### config.mk
export PLATFORM = sky130hd
export DESIGN_NAME = ahbl_ram_arbiter_flat
export DESIGN_NICKNAME = d
export VERILOG_FILES = /design/src/rtl/ahbl_ram_arbiter_if.sv /design/src/rtl/ahbl_ram_arbiter.sv /design/src/flat_wrapper.sv
export SDC_FILE = /design/constraint.sdc
export NUM_CORES = 1
export LEC_CHECK = 0
export CAP_MARGIN = 25
export CORE_MARGIN = 5
export CORE_UTILIZATION = 36
export CTS_CLUSTER_DIAMETER = 150
export DETAILED_ROUTE_END_ITERATION = 8
export PLACE_DENSITY_LB_ADDON = 0.05
export SETUP_SLACK_MARGIN = 0.02
export SYNTH_ARGS = -nofsm -noshare
export SYNTH_HDL_FRONTEND = slang
export SYNTH_SLANG_ARGS = --single-unit
### constraint.sdc
create_clock -name HCLK -period 2.6 [get_ports HCLK]
set_input_delay 0.52 -clock HCLK [delete_from_list [all_inputs] [get_ports HCLK]]
set_output_delay 0.52 -clock HCLK [all_outputs]
set_load 0.05 [all_outputs]
### src/rtl/ahbl_ram_arbiter_if.sv
// rtl/ahbl_ram_arbiter_if.sv - signal bundle between two AHB-Lite masters, the arbiter and one RAM slave
interface ahbl_ram_arbiter_if;
  // Master 0 port
  logic [31:0] M0_HADDR;
  logic [1:0]  M0_HTRANS;
  logic [2:0]  M0_HSIZE;
  logic        M0_HWRITE;
  logic [31:0] M0_HWDATA;
  logic        M0_HREADY;
  logic [31:0] M0_HRDATA;

  // Master 1 port
  logic [31:0] M1_HADDR;
  logic [1:0]  M1_HTRANS;
  logic [2:0]  M1_HSIZE;
  logic        M1_HWRITE;
  logic [31:0] M1_HWDATA;
  logic        M1_HREADY;
  logic [31:0] M1_HRDATA;

  // RAM slave port
  logic [31:0] S_HADDR;
  logic [1:0]  S_HTRANS;
  logic [2:0]  S_HSIZE;
  logic        S_HWRITE;
  logic        S_HSEL;
  logic        S_HREADY;
  logic [31:0] S_HWDATA;
  logic        S_HREADYOUT;
  logic [31:0] S_HRDATA;

  // Arbiter view: serves both masters, drives the RAM
  modport slave (
    input  M0_HADDR, M0_HTRANS, M0_HSIZE, M0_HWRITE, M0_HWDATA,
    output M0_HREADY, M0_HRDATA,
    input  M1_HADDR, M1_HTRANS, M1_HSIZE, M1_HWRITE, M1_HWDATA,
    output M1_HREADY, M1_HRDATA,
    output S_HADDR, S_HTRANS, S_HSIZE, S_HWRITE, S_HSEL, S_HREADY, S_HWDATA,
    input  S_HREADYOUT, S_HRDATA
  );

  // Environment view: the two masters and the RAM around the arbiter
  modport master (
    output M0_HADDR, M0_HTRANS, M0_HSIZE, M0_HWRITE, M0_HWDATA,
    input  M0_HREADY, M0_HRDATA,
    output M1_HADDR, M1_HTRANS, M1_HSIZE, M1_HWRITE, M1_HWDATA,
    input  M1_HREADY, M1_HRDATA,
    input  S_HADDR, S_HTRANS, S_HSIZE, S_HWRITE, S_HSEL, S_HREADY, S_HWDATA,
    output S_HREADYOUT, S_HRDATA
  );
endinterface

### src/rtl/ahbl_ram_arbiter.sv
// rtl/ahbl_ram_arbiter.sv - two-master AHB-Lite arbiter in front of a single RAM slave (AHBL_ARB_ROUND_ROBIN_EN selects round-robin conflict policy)
module ahbl_ram_arbiter #(
  parameter int MAX_GRANT = 4
) (
  input  logic                 HCLK,
  input  logic                 HRESET,
  ahbl_ram_arbiter_if.slave    bus
);

  localparam int CW = $clog2(MAX_GRANT + 1);

  // Address-phase attributes of one transfer, as captured into a pend buffer
  typedef struct packed {
    logic [31:0] haddr;
    logic [1:0]  htrans;
    logic [2:0]  hsize;
    logic        hwrite;
  } addr_t;

  // Buffered (accepted but not yet issued) request per master
  logic [1:0]       r_pend;
  addr_t [1:0]      r_pend_req;

  // Owner of the RAM data phase currently in progress
  logic             r_dp_valid;
  logic             r_dp_owner;

  // Consecutive-grant tracking for the starvation cap
  logic [CW-1:0]    r_gcnt;
  logic             r_glast;

`ifdef AHBL_ARB_ROUND_ROBIN_EN
  logic             r_rr_ptr;
`endif

  addr_t [1:0]      w_live;
  logic  [1:0]      w_mready;
  logic  [1:0]      w_live_req;
  logic  [1:0]      w_req;
  logic  [1:0]      w_grant;
  logic             w_pref;
  logic             w_capped;
  logic             w_conflict;
  logic             w_issue;
  logic             w_winner;
  logic             w_from_pend;
  addr_t            w_sel;

  assign w_live[0] = {bus.M0_HADDR, bus.M0_HTRANS, bus.M0_HSIZE, bus.M0_HWRITE};
  assign w_live[1] = {bus.M1_HADDR, bus.M1_HTRANS, bus.M1_HSIZE, bus.M1_HWRITE};

  // Master HREADY: the data-phase owner follows the RAM; a master with a buffered request is stalled
  always_comb begin
    w_mready = 2'b11;
    if (r_dp_valid && !r_dp_owner) begin
      w_mready[0] = bus.S_HREADYOUT;
    end else if (r_pend[0]) begin
      w_mready[0] = 1'b0;
    end
    if (r_dp_valid && r_dp_owner) begin
      w_mready[1] = bus.S_HREADYOUT;
    end else if (r_pend[1]) begin
      w_mready[1] = 1'b0;
    end
  end

  // A live request is an address phase the master sees accepted (its HREADY high)
  assign w_live_req = w_mready & {bus.M1_HTRANS[1], bus.M0_HTRANS[1]} & ~r_pend;
  assign w_req      = r_pend | w_live_req;
  assign w_conflict = &w_req;

`ifdef AHBL_ARB_ROUND_ROBIN_EN
  assign w_pref = r_rr_ptr;
`else
  assign w_pref = 1'b0;
`endif

  // The preferred master yields once it has used up its consecutive-grant allowance
  assign w_capped = (r_gcnt == CW'(MAX_GRANT)) && (r_glast == w_pref);

  // Pick at most one winner; the RAM only takes an address phase while it is ready
  always_comb begin
    w_winner = w_req[1] & ~w_req[0];
    if (w_conflict) begin
      w_winner = w_pref ^ w_capped;
    end
    w_issue     = bus.S_HREADYOUT & ~HRESET & (|w_req);
    w_grant     = 2'b00;
    if (w_issue) begin
      w_grant = w_winner ? 2'b10 : 2'b01;
    end
    w_from_pend = r_pend[w_winner];
    w_sel       = w_from_pend ? r_pend_req[w_winner] : w_live[w_winner];
  end

  // RAM address phase from the winner; IDLE and deselected otherwise
  always_comb begin
    bus.S_HADDR  = '0;
    bus.S_HTRANS = 2'b00;
    bus.S_HSIZE  = 3'b000;
    bus.S_HWRITE = 1'b0;
    bus.S_HSEL   = 1'b0;
    if (w_issue) begin
      bus.S_HADDR  = w_sel.haddr;
      bus.S_HTRANS = w_sel.htrans;
      bus.S_HSIZE  = w_sel.hsize;
      bus.S_HWRITE = w_sel.hwrite;
      bus.S_HSEL   = 1'b1;
    end
  end

  assign bus.S_HREADY  = bus.S_HREADYOUT;
  assign bus.S_HWDATA  = r_dp_owner ? bus.M1_HWDATA : bus.M0_HWDATA;
  assign bus.M0_HRDATA = bus.S_HRDATA;
  assign bus.M1_HRDATA = bus.S_HRDATA;
  assign bus.M0_HREADY = w_mready[0];
  assign bus.M1_HREADY = w_mready[1];

  // Pend buffers: capture accepted-but-not-issued live requests, release when the buffer is issued
  always_ff @(posedge HCLK or posedge HRESET) begin
    if (HRESET) begin
      r_pend     <= 2'b00;
      r_pend_req <= '0;
    end else begin
      for (int x = 0; x < 2; x++) begin
        if (w_grant[x] && r_pend[x]) begin
          r_pend[x] <= 1'b0;
        end else if (w_live_req[x] && !w_grant[x]) begin
          r_pend[x]     <= 1'b1;
          r_pend_req[x] <= w_live[x];
        end
      end
    end
  end

  // Data-phase ownership advances only when the RAM completes the current phase
  always_ff @(posedge HCLK or posedge HRESET) begin
    if (HRESET) begin
      r_dp_valid <= 1'b0;
      r_dp_owner <= 1'b0;
    end else if (bus.S_HREADYOUT) begin
      r_dp_valid <= w_issue;
      if (w_issue) begin
        r_dp_owner <= w_winner;
      end
    end
  end

  // Consecutive-grant counter: saturates, restarts at 1 on owner change, clears on an idle cycle
  always_ff @(posedge HCLK or posedge HRESET) begin
    if (HRESET) begin
      r_gcnt  <= '0;
      r_glast <= 1'b0;
    end else if (bus.S_HREADYOUT) begin
      if (!w_issue) begin
        r_gcnt <= '0;
      end else if ((w_winner == r_glast) && (r_gcnt != '0)) begin
        if (r_gcnt != CW'(MAX_GRANT)) begin
          r_gcnt <= r_gcnt + CW'(1);
        end
      end else begin
        r_gcnt  <= CW'(1);
        r_glast <= w_winner;
      end
    end
  end

`ifdef AHBL_ARB_ROUND_ROBIN_EN
  // Round-robin pointer hands preference to the loser after every contested grant
  always_ff @(posedge HCLK or posedge HRESET) begin
    if (HRESET) begin
      r_rr_ptr <= 1'b0;
    end else if (w_issue && w_conflict) begin
      r_rr_ptr <= ~w_winner;
    end
  end
`endif

endmodule

### src/flat_wrapper.sv
// flat-port wrapper written by rule: the top's interface ports become plain ports
module ahbl_ram_arbiter_flat 
#(
  parameter int MAX_GRANT = 4
)
  (HCLK, HRESET, bus_M0_HADDR, bus_M0_HTRANS, bus_M0_HSIZE, bus_M0_HWRITE, bus_M0_HWDATA, bus_M0_HREADY, bus_M0_HRDATA, bus_M1_HADDR, bus_M1_HTRANS, bus_M1_HSIZE, bus_M1_HWRITE, bus_M1_HWDATA, bus_M1_HREADY, bus_M1_HRDATA, bus_S_HADDR, bus_S_HTRANS, bus_S_HSIZE, bus_S_HWRITE, bus_S_HSEL, bus_S_HREADY, bus_S_HWDATA, bus_S_HREADYOUT, bus_S_HRDATA);
  ahbl_ram_arbiter_if bus_i ();
  input  logic HCLK;
  input  logic HRESET;
  input wire logic [$bits(bus_i.M0_HADDR)-1:0] bus_M0_HADDR;
  input wire logic [$bits(bus_i.M0_HTRANS)-1:0] bus_M0_HTRANS;
  input wire logic [$bits(bus_i.M0_HSIZE)-1:0] bus_M0_HSIZE;
  input wire logic [$bits(bus_i.M0_HWRITE)-1:0] bus_M0_HWRITE;
  input wire logic [$bits(bus_i.M0_HWDATA)-1:0] bus_M0_HWDATA;
  output wire logic [$bits(bus_i.M0_HREADY)-1:0] bus_M0_HREADY;
  output wire logic [$bits(bus_i.M0_HRDATA)-1:0] bus_M0_HRDATA;
  input wire logic [$bits(bus_i.M1_HADDR)-1:0] bus_M1_HADDR;
  input wire logic [$bits(bus_i.M1_HTRANS)-1:0] bus_M1_HTRANS;
  input wire logic [$bits(bus_i.M1_HSIZE)-1:0] bus_M1_HSIZE;
  input wire logic [$bits(bus_i.M1_HWRITE)-1:0] bus_M1_HWRITE;
  input wire logic [$bits(bus_i.M1_HWDATA)-1:0] bus_M1_HWDATA;
  output wire logic [$bits(bus_i.M1_HREADY)-1:0] bus_M1_HREADY;
  output wire logic [$bits(bus_i.M1_HRDATA)-1:0] bus_M1_HRDATA;
  output wire logic [$bits(bus_i.S_HADDR)-1:0] bus_S_HADDR;
  output wire logic [$bits(bus_i.S_HTRANS)-1:0] bus_S_HTRANS;
  output wire logic [$bits(bus_i.S_HSIZE)-1:0] bus_S_HSIZE;
  output wire logic [$bits(bus_i.S_HWRITE)-1:0] bus_S_HWRITE;
  output wire logic [$bits(bus_i.S_HSEL)-1:0] bus_S_HSEL;
  output wire logic [$bits(bus_i.S_HREADY)-1:0] bus_S_HREADY;
  output wire logic [$bits(bus_i.S_HWDATA)-1:0] bus_S_HWDATA;
  input wire logic [$bits(bus_i.S_HREADYOUT)-1:0] bus_S_HREADYOUT;
  input wire logic [$bits(bus_i.S_HRDATA)-1:0] bus_S_HRDATA;
  assign bus_i.M0_HADDR = bus_M0_HADDR;
  assign bus_i.M0_HTRANS = bus_M0_HTRANS;
  assign bus_i.M0_HSIZE = bus_M0_HSIZE;
  assign bus_i.M0_HWRITE = bus_M0_HWRITE;
  assign bus_i.M0_HWDATA = bus_M0_HWDATA;
  assign bus_M0_HREADY = bus_i.M0_HREADY;
  assign bus_M0_HRDATA = bus_i.M0_HRDATA;
  assign bus_i.M1_HADDR = bus_M1_HADDR;
  assign bus_i.M1_HTRANS = bus_M1_HTRANS;
  assign bus_i.M1_HSIZE = bus_M1_HSIZE;
  assign bus_i.M1_HWRITE = bus_M1_HWRITE;
  assign bus_i.M1_HWDATA = bus_M1_HWDATA;
  assign bus_M1_HREADY = bus_i.M1_HREADY;
  assign bus_M1_HRDATA = bus_i.M1_HRDATA;
  assign bus_S_HADDR = bus_i.S_HADDR;
  assign bus_S_HTRANS = bus_i.S_HTRANS;
  assign bus_S_HSIZE = bus_i.S_HSIZE;
  assign bus_S_HWRITE = bus_i.S_HWRITE;
  assign bus_S_HSEL = bus_i.S_HSEL;
  assign bus_S_HREADY = bus_i.S_HREADY;
  assign bus_S_HWDATA = bus_i.S_HWDATA;
  assign bus_i.S_HREADYOUT = bus_S_HREADYOUT;
  assign bus_i.S_HRDATA = bus_S_HRDATA;
  ahbl_ram_arbiter #(.MAX_GRANT(MAX_GRANT)) u_core (.HCLK(HCLK), .HRESET(HRESET), .bus(bus_i));
endmodule
==> impl_metrics.py, run 1 <==
metrics = {
    "status": {
        "status": "complete, but fails checks",
        "violations": "setup timing",
    },
    "drt": {
        "avgRoutedWirePerCell_um": 20.3,
        "routed_wl_um": 18400,
        "drtAntennaViolNets": 0,
        "drt-vias-per-instance": 5.11,
        "post-route-drc-count": 0,
        "dr.pass1.iters": 5,
        "drt_iter0_drc": 164,
        "num_vias": 4638,
    },
    "sta": {
        "min_period_ns": 2.96,
        "max_freq_mhz": 338,
        "fin_skew_ns": 0.00976,
        "worst-slew-pin-transition_ns": 0.584,
        "fin_ws_ns": -0.358,
        "finalSetupViolations": 38,
        "tns_ns": -12.32,
        "timing.final.crit_share": 1.14,
        "slew_headroom": 0.610,
        "rsz0062_at_grt": "true",
        "report.final.slew_viol_count": 0,
        "fin_hold_ws_ns": 0.509,
        "hold_viol_final": 0,
    },
    "yosys": {
        "post_synth_num_cell_types": 40,
        "syn_avg_cell_area_um2": 11.2,
        "yosysMostFrequentCell": "mux2_2",
        "async_reset_ff_frac": 1.00,
        "synth_cells": 500,
        "synth_nets": 677,
        "ys.flop_type": "dfrtp_1",
        "netlist_area_um2": 5600,
        "synth.top_cell.area_share": 0.375,
        "synth.largest_area_cell": "dfrtp_1",
        "yosysWarnings": 0,
        "ys_seq_area_frac": 0.375,
        "synth_edf_count": 0,
        "synthTopCellsByArea": "dfrtp_1 38%, mux2_2 21%, buf_4 9.2%, mux2i_1 6.8%, o32ai_2 5.8%",
        "ys_seq_elements": 84,
        "synth_top_cells_by_count": "106 x mux2_2, 84 x dfrtp_1, 69 x buf_4",
    },
    "floorplan": {
        "rows": 45,
        "die_area_um2": 18200,
        "die_y_um": 135,
        "pin_count": 313,
        "die_w_um": 135,
        "core_area_um2": 15300,
        "start_util": 0.367,
    },
    "clock_network": {
        "cts_root_buf": "clkbuf_16",
        "htreeDepth": 3,
        "numCtsBuffers": 9,
        "ctsLongestPathBuffers": 2,
        "cts_hold_buf": 0,
        "clk_latency_ns": 0.35,
        "numClockSinks": 84,
        "clkTransAtPathRegs_ns": 0.06,
        "cts_tree": "done",
    },
    "worst_setup_path": {
        "cp.required_ns": 2.08,
        "reg2reg_depth": 7,
        "worst-setup-path-type": "input port to output pin",
        "arrival_ns": 2.44,
        "critPathMaxFanout": 6,
        "cp-end-kind": "output pin",
        "crit_path_start_kind": "input port",
    },
    "finish": {
        "fin_area_um2": 10200,
        "layout-area-overhead-vs-synth_pct": 82.1,
        "layout-drive-gt1-share": 0.520,
        "antennaDiodeCount": 0,
        "nets": 868,
    },
    "placement": {
        "io_buffers": 216,
        "globalplace.congestion": 0.858,
        "placed_area_um2": 9010,
        "place_ws_ns": -0.684,
        "hpwl_um": 13300,
    },
    "global_route": {
        "grt_pass1_wl_um": 28700,
        "grt_pass1_vias": 5278,
        "grt_max_degree": 32,
        "grt_use_total": 0.202,
        "antenna_found_initial": 1,
        "overflow": 0,
    },
    "power": {
        "power.density_nw_per_um2": 709,
        "max-vdd-ir-drop_mv": 0.442,
        "finalPower_mw": 7.23,
        "p_leak_nw": 3.87,
    },
    "job": {
        "max_cap_violations": 0,
    },
    "worst_hold_path": {
        "min_path_type": "register to register",
        "hold_depth": 1,
    },
}
[logic make-up after synthesis]
kind of cell               count (synthesis)  synth area share
adders and majority gates                  2           0.00447
xor gates and xnor gates                   1           0.00156
DFF                                       84             0.375
muxes                                    144             0.281
buffers and inverters                    104             0.123
AOI/OAI and AO/OA                         63             0.117
and+or+nand+nor                          102            0.0974
[cell type report]
type                            count  area [um^2]
Tap cell                          211          264
Multi-Input combinational cell    312         3960
Clock inverter                      5         85.1
Timing Repair Buffer              280         3530
Inverter                            4         18.8
Sequential cell                    84         2100
Fill cell                        1096         5060
Clock buffer                       11          243
[critical path, stage by stage]
cell and delay [ns]:
clkdlybuf4s15_2 0.21, or3b_4 0.43, nand4b_1 0.15, o221a_4 0.25, buf_12 0.15, clkbuf_16 0.18
mux2i_4 0.26, o32ai_4 0.12, buf_12 0.16
[flip-flops by register name, indices dropped and copies added (netlist names)]
| signal | flops |
|---|---|
| u_core.r_gcnt | 3 |
| u_core.r_dp_valid | 1 |
| u_core.r_dp_owner | 1 |
| u_core.r_glast | 1 |
| u_core.r_pend | 2 |
| u_core.r_pend_req | 76 |
[power breakdown]
part           total (mW)  leakage [nW]  switching [mW]  internal (mW)
registers            2.14         0.987           0.348           1.80
logic                3.68          2.73            1.73           1.95
clock network        1.41         0.156           0.534          0.871
total                7.23          3.87            2.61           4.62
[cell usage in the layout, fill, tap and decap left out, types with 2 or more instances in the layout]
| cell type | netlist | final |
|---|---|---|
| ha_1 | 2 | 2 |
| nand2b_1 | 6 | 5 |
| nor2b_1 | 37 | 37 |
| nor2_1 | 43 | 26 |
| a21oi_1 | 6 | 5 |
| nor2_4 | 0 | 17 |
| nand3b_1 | 3 | 3 |
| o211ai_1 | 2 | 2 |
| mux2i_2 | 0 | 6 |
| inv_1 | 4 | 2 |
| and2_1 | 2 | 2 |
| clkinv_4 | 0 | 2 |
| buf_4 | 69 | 52 |
| dfrtp_1 | 84 | 84 |
| nand2_1 | 3 | 3 |
| buf_12 | 0 | 68 |
| mux2i_4 | 0 | 31 |
| mux2_2 | 106 | 106 |
| o21a_1 | 2 | 2 |
| buf_16 | 0 | 6 |
| o32ai_4 | 0 | 37 |
| bufinv_16 | 0 | 2 |
| clkdlybuf4s50_1 | 0 | 140 |
| a21o_1 | 4 | 4 |
| clkinvlp_4 | 0 | 2 |
| buf_6 | 3 | 8 |
| a21boi_0 | 2 | 2 |
| clkbuf_16 | 0 | 13 |
[worst paths after layout]
kind / startpoint / endpoint / slack [ns]
min reg2reg: u_core.r_pend_req[44] / u_core.r_pend_req[44] / 0.51
max: bus_S_HREADYOUT / bus_S_HTRANS[0] / -0.36
max in group asynchronous: HRESET / u_core.r_pend_req[50] / 1.35
min in group asynchronous: HRESET / u_core.r_pend_req[10] / 0.70
max reg2reg: u_core.r_dp_owner / u_core.r_pend_req[74] / 0.44
min: u_core.r_pend_req[44] / u_core.r_pend_req[44] / 0.51
[layer usage]
metal | GRT usage | routed length, um | up-vias
met5 | 0 | 13 | -
met4 | 0.0656 | 388 | 2
met3 | 0.0775 | 1460 | 54
met2 | 0.349 | 9490 | 150
met1 | 0.229 | 7020 | 2298
li1 | - | - | 2134
[through the flow]
stage,util,std cells
global placement,0.591,875
floorplan,-,500
detailed placement,0.591,875
global route,0.669,907
finish,0.669,907
CTS,0.650,903
[what timing repair did]
action	in CTS	in global routing
cloned	5	4
endpoints found under the setup margin	38	39
pin swaps	14	22
gates resized for setup	76	36
buffers inserted	8	1
Note: power is estimated with default switching activity, not from simulation.
==> run 2: changes to the inputs <==
--- a/config.mk
+++ b/config.mk
@@ -7,10 +7,11 @@
 export LEC_CHECK = 0
 export CAP_MARGIN = 25
 export CORE_MARGIN = 5
-export CORE_UTILIZATION = 36
+export CORE_UTILIZATION = 40
 export CTS_CLUSTER_DIAMETER = 150
 export DETAILED_ROUTE_END_ITERATION = 8
 export PLACE_DENSITY_LB_ADDON = 0.05
+export RECOVER_POWER = 100
 export SETUP_SLACK_MARGIN = 0.02
 export SYNTH_ARGS = -nofsm -noshare
 export SYNTH_HDL_FRONTEND = slang
==> constraint.sdc (replaced) <==
create_clock -name HCLK -period 3.5 [get_ports HCLK]
set_input_delay 0.7 -clock HCLK [delete_from_list [all_inputs] [get_ports HCLK]]
set_output_delay 0.7 -clock HCLK [all_outputs]
set_load 0.05 [all_outputs]
==> run 2 against run 1 <==
Largest cell class unchanged. Sequential power fell by 28%. Combinational power fell by 43%. Critical path type unchanged. Global-route usage rose by 2.7 points. Cell count fell by 6.1%. Largest power group unchanged. Critical path depth rose by 2. Routed wire length rose by 5.2%. The run now ends clean.
==> impl_metrics.py, run 2 (synthesis gave the netlist of run 1 again) <==
metrics = {
    "floorplan": {
        "pin_count": 313,
        "die_area_um2": 16500,
        "start_util": 0.405,
        "die_w_um": 128,
        "rows": 43,
        "die_y_um": 128,
        "core_area_um2": 13800,
    },
    "finish": {
        "final.fill_count": 1087,
        "layout_commonest_cell": "clkdlybuf4s50_1",
        "largestRegisters": "u_core.r_pend_req x76, u_core.r_gcnt x3, u_core.r_pend x2",
        "antennaDiodeCount": 0,
        "largest_register_ffs": 76,
        "layout-area-overhead-vs-synth_pct": 51.0,
        "final_cell_mix": "141 x clkdlybuf4s50_1, 103 x mux2_2, 84 x dfrtp_1",
        "nets": 844,
        "layout-drive-gt1-share": 0.354,
        "layout.cells.non_filler": 852,
        "top_register": "u_core.r_pend_req",
        "fin_util": 0.612,
    },
    "worst_setup_path": {
        "critical_path.top_delay_family": "buffers and inverters",
        "critPathMaxFanout": 8,
        "critPathSlowestCell": "or3b_1",
        "arrival_ns": 2.68,
        "path_cells": "clkbuf_1, or3b_1, buf_4, nand4b_1, o221a_4, buf_12, buf_12, buf_4, mux2i_2, o32ai_2, buf_12",
        "critPathMostFrequentCell": "buf_12",
        "timing.critical_path.buf_inv": 6,
        "crit_path_start_kind": "input port",
        "max_stage_delay_ns": 0.42,
        "cp.required_ns": 2.80,
        "worst-setup-path-type": "input port to output pin",
        "cp-end-kind": "output pin",
    },
    "worst_hold_path": {
        "min_path_type": "register to register",
    },
    "drt": {
        "dr.pass1.iters": 4,
        "avgRoutedWirePerCell_um": 22.7,
        "num_vias": 4534,
        "routed_wl_um": 19300,
        "drt-vias-per-instance": 5.32,
        "drtAntennaViolNets": 0,
        "drt_iter0_drc": 205,
        "post-route-drc-count": 0,
    },
    "clock_network": {
        "clkTransAtPathRegs_ns": 0.06,
        "clk_latency_ns": 0.34,
        "numClockSinks": 84,
        "ctsLongestPathBuffers": 2,
        "cts_tree": "done",
        "cts_root_buf": "clkbuf_16",
        "htreeDepth": 3,
        "numCtsBuffers": 9,
        "cts_hold_buf": 0,
    },
    "sta": {
        "rsz0062_at_grt": "false",
        "timing.final.crit_share": 0.966,
        "worst-slew-pin-transition_ns": 1.38,
        "min_period_ns": 3.38,
        "tns_ns": 0,
        "finalSetupViolations": 0,
        "fin_ws_ns": 0.120,
        "max_freq_mhz": 296,
        "report.final.slew_viol_count": 0,
        "slew_headroom": 0.0708,
        "hold_viol_final": 0,
        "fin_skew_ns": 0.00883,
    },
    "global_route": {
        "grt_pass1_wl_um": 28900,
        "grt_max_degree": 64,
        "grt_pass1_vias": 4921,
        "grt_use_total": 0.229,
        "overflow": 0,
        "antenna_found_initial": 0,
    },
    "placement": {
        "place_ws_ns": -0.219,
        "dp.cells": 828,
        "globalplace.congestion": 0.930,
        "hpwl_um": 14700,
        "io_buffers": 216,
    },
    "power": {
        "power.density_nw_per_um2": 541,
        "finalPower_mw": 4.58,
        "max-vdd-ir-drop_mv": 0.274,
        "p_leak_nw": 3.48,
    },
    "status": {
        "status": "finished, final reports clean",
    },
    "job": {
        "max_cap_violations": 0,
    },
}
run 2: changes by cell type in the layout (fill, tap and decap cells not counted), sizes merged:
| cell | change |
|---|---|
| clkinv | -1 |
| dlygate4sd3 | +21 |
| clkinvlp | +1 |
| clkdlybuf4s50 | +1 |
| dlymetal6s2s | -1 |
| clkdlybuf4s15 | -1 |
| clkbuf | +28 |
| bufbuf | +1 |
| bufinv | -1 |
| buf | -72 |
run 2: power breakdown:
part / switching (mW) / internal (mW) / total (mW) / leakage, nW
combinational: 1.05 / 1.05 / 2.10 / 2.36
sequential: 0.203 / 1.33 / 1.54 / 0.987
clock: 0.391 / 0.553 / 0.943 / 0.133
run 2: what timing repair did:
action                     4_1_cts  5_1_grt
gates cloned                     1        2
pin swaps                        5        4
setup buffers                    3        2
setup endpoints to repair       38       36
resized for setup               11       11
run 2: layout make-up:
class                   instances  area (um^2)  share of cell area
clock inverters                 4         50.0             0.00592
flip-flops and latches         84         2100               0.249
inverters                       4         16.3             0.00192
well taps                     180          225              0.0266
repair buffers                256         2850               0.337
multi-input cells             312         2980               0.352
clock buffers                  12          236              0.0280
run 2: worst paths after layout:
kind,startpoint,end,slack [ns],cells after the start
max,bus_S_HREADYOUT,bus_S_HADDR[29],0.12,11
min,u_core.r_pend_req[5],u_core.r_pend_req[5],0.47,1
max reg2reg,u_core.r_gcnt[0],u_core.r_pend_req[19],0.37,9
min reg2reg,u_core.r_pend_req[5],u_core.r_pend_req[5],0.47,1
max in group asynchronous,HRESET,u_core.r_pend_req[45],1.06,4
min in group asynchronous,HRESET,u_core.r_gcnt[2],1.00,3
run 2: metrics by stage:
stage               hold WS (ns)  area, um^2
finish                     0.475        8460
global route               0.480        8460
CTS                        0.473        8520
detailed placement         0.455        8120
global placement           0.451        8120
floorplan                  0.435        5660
run 2: metal layers:
metal	wire [um]	up-vias	part of all wire	GRT usage
met5	0	-	0	0
met4	342	0	0.018	0.0605
met1	7840	2239	0.41	0.292
li1	-	2065	-	-
met2	9650	200	0.50	0.381
met3	1500	30	0.078	0.0685
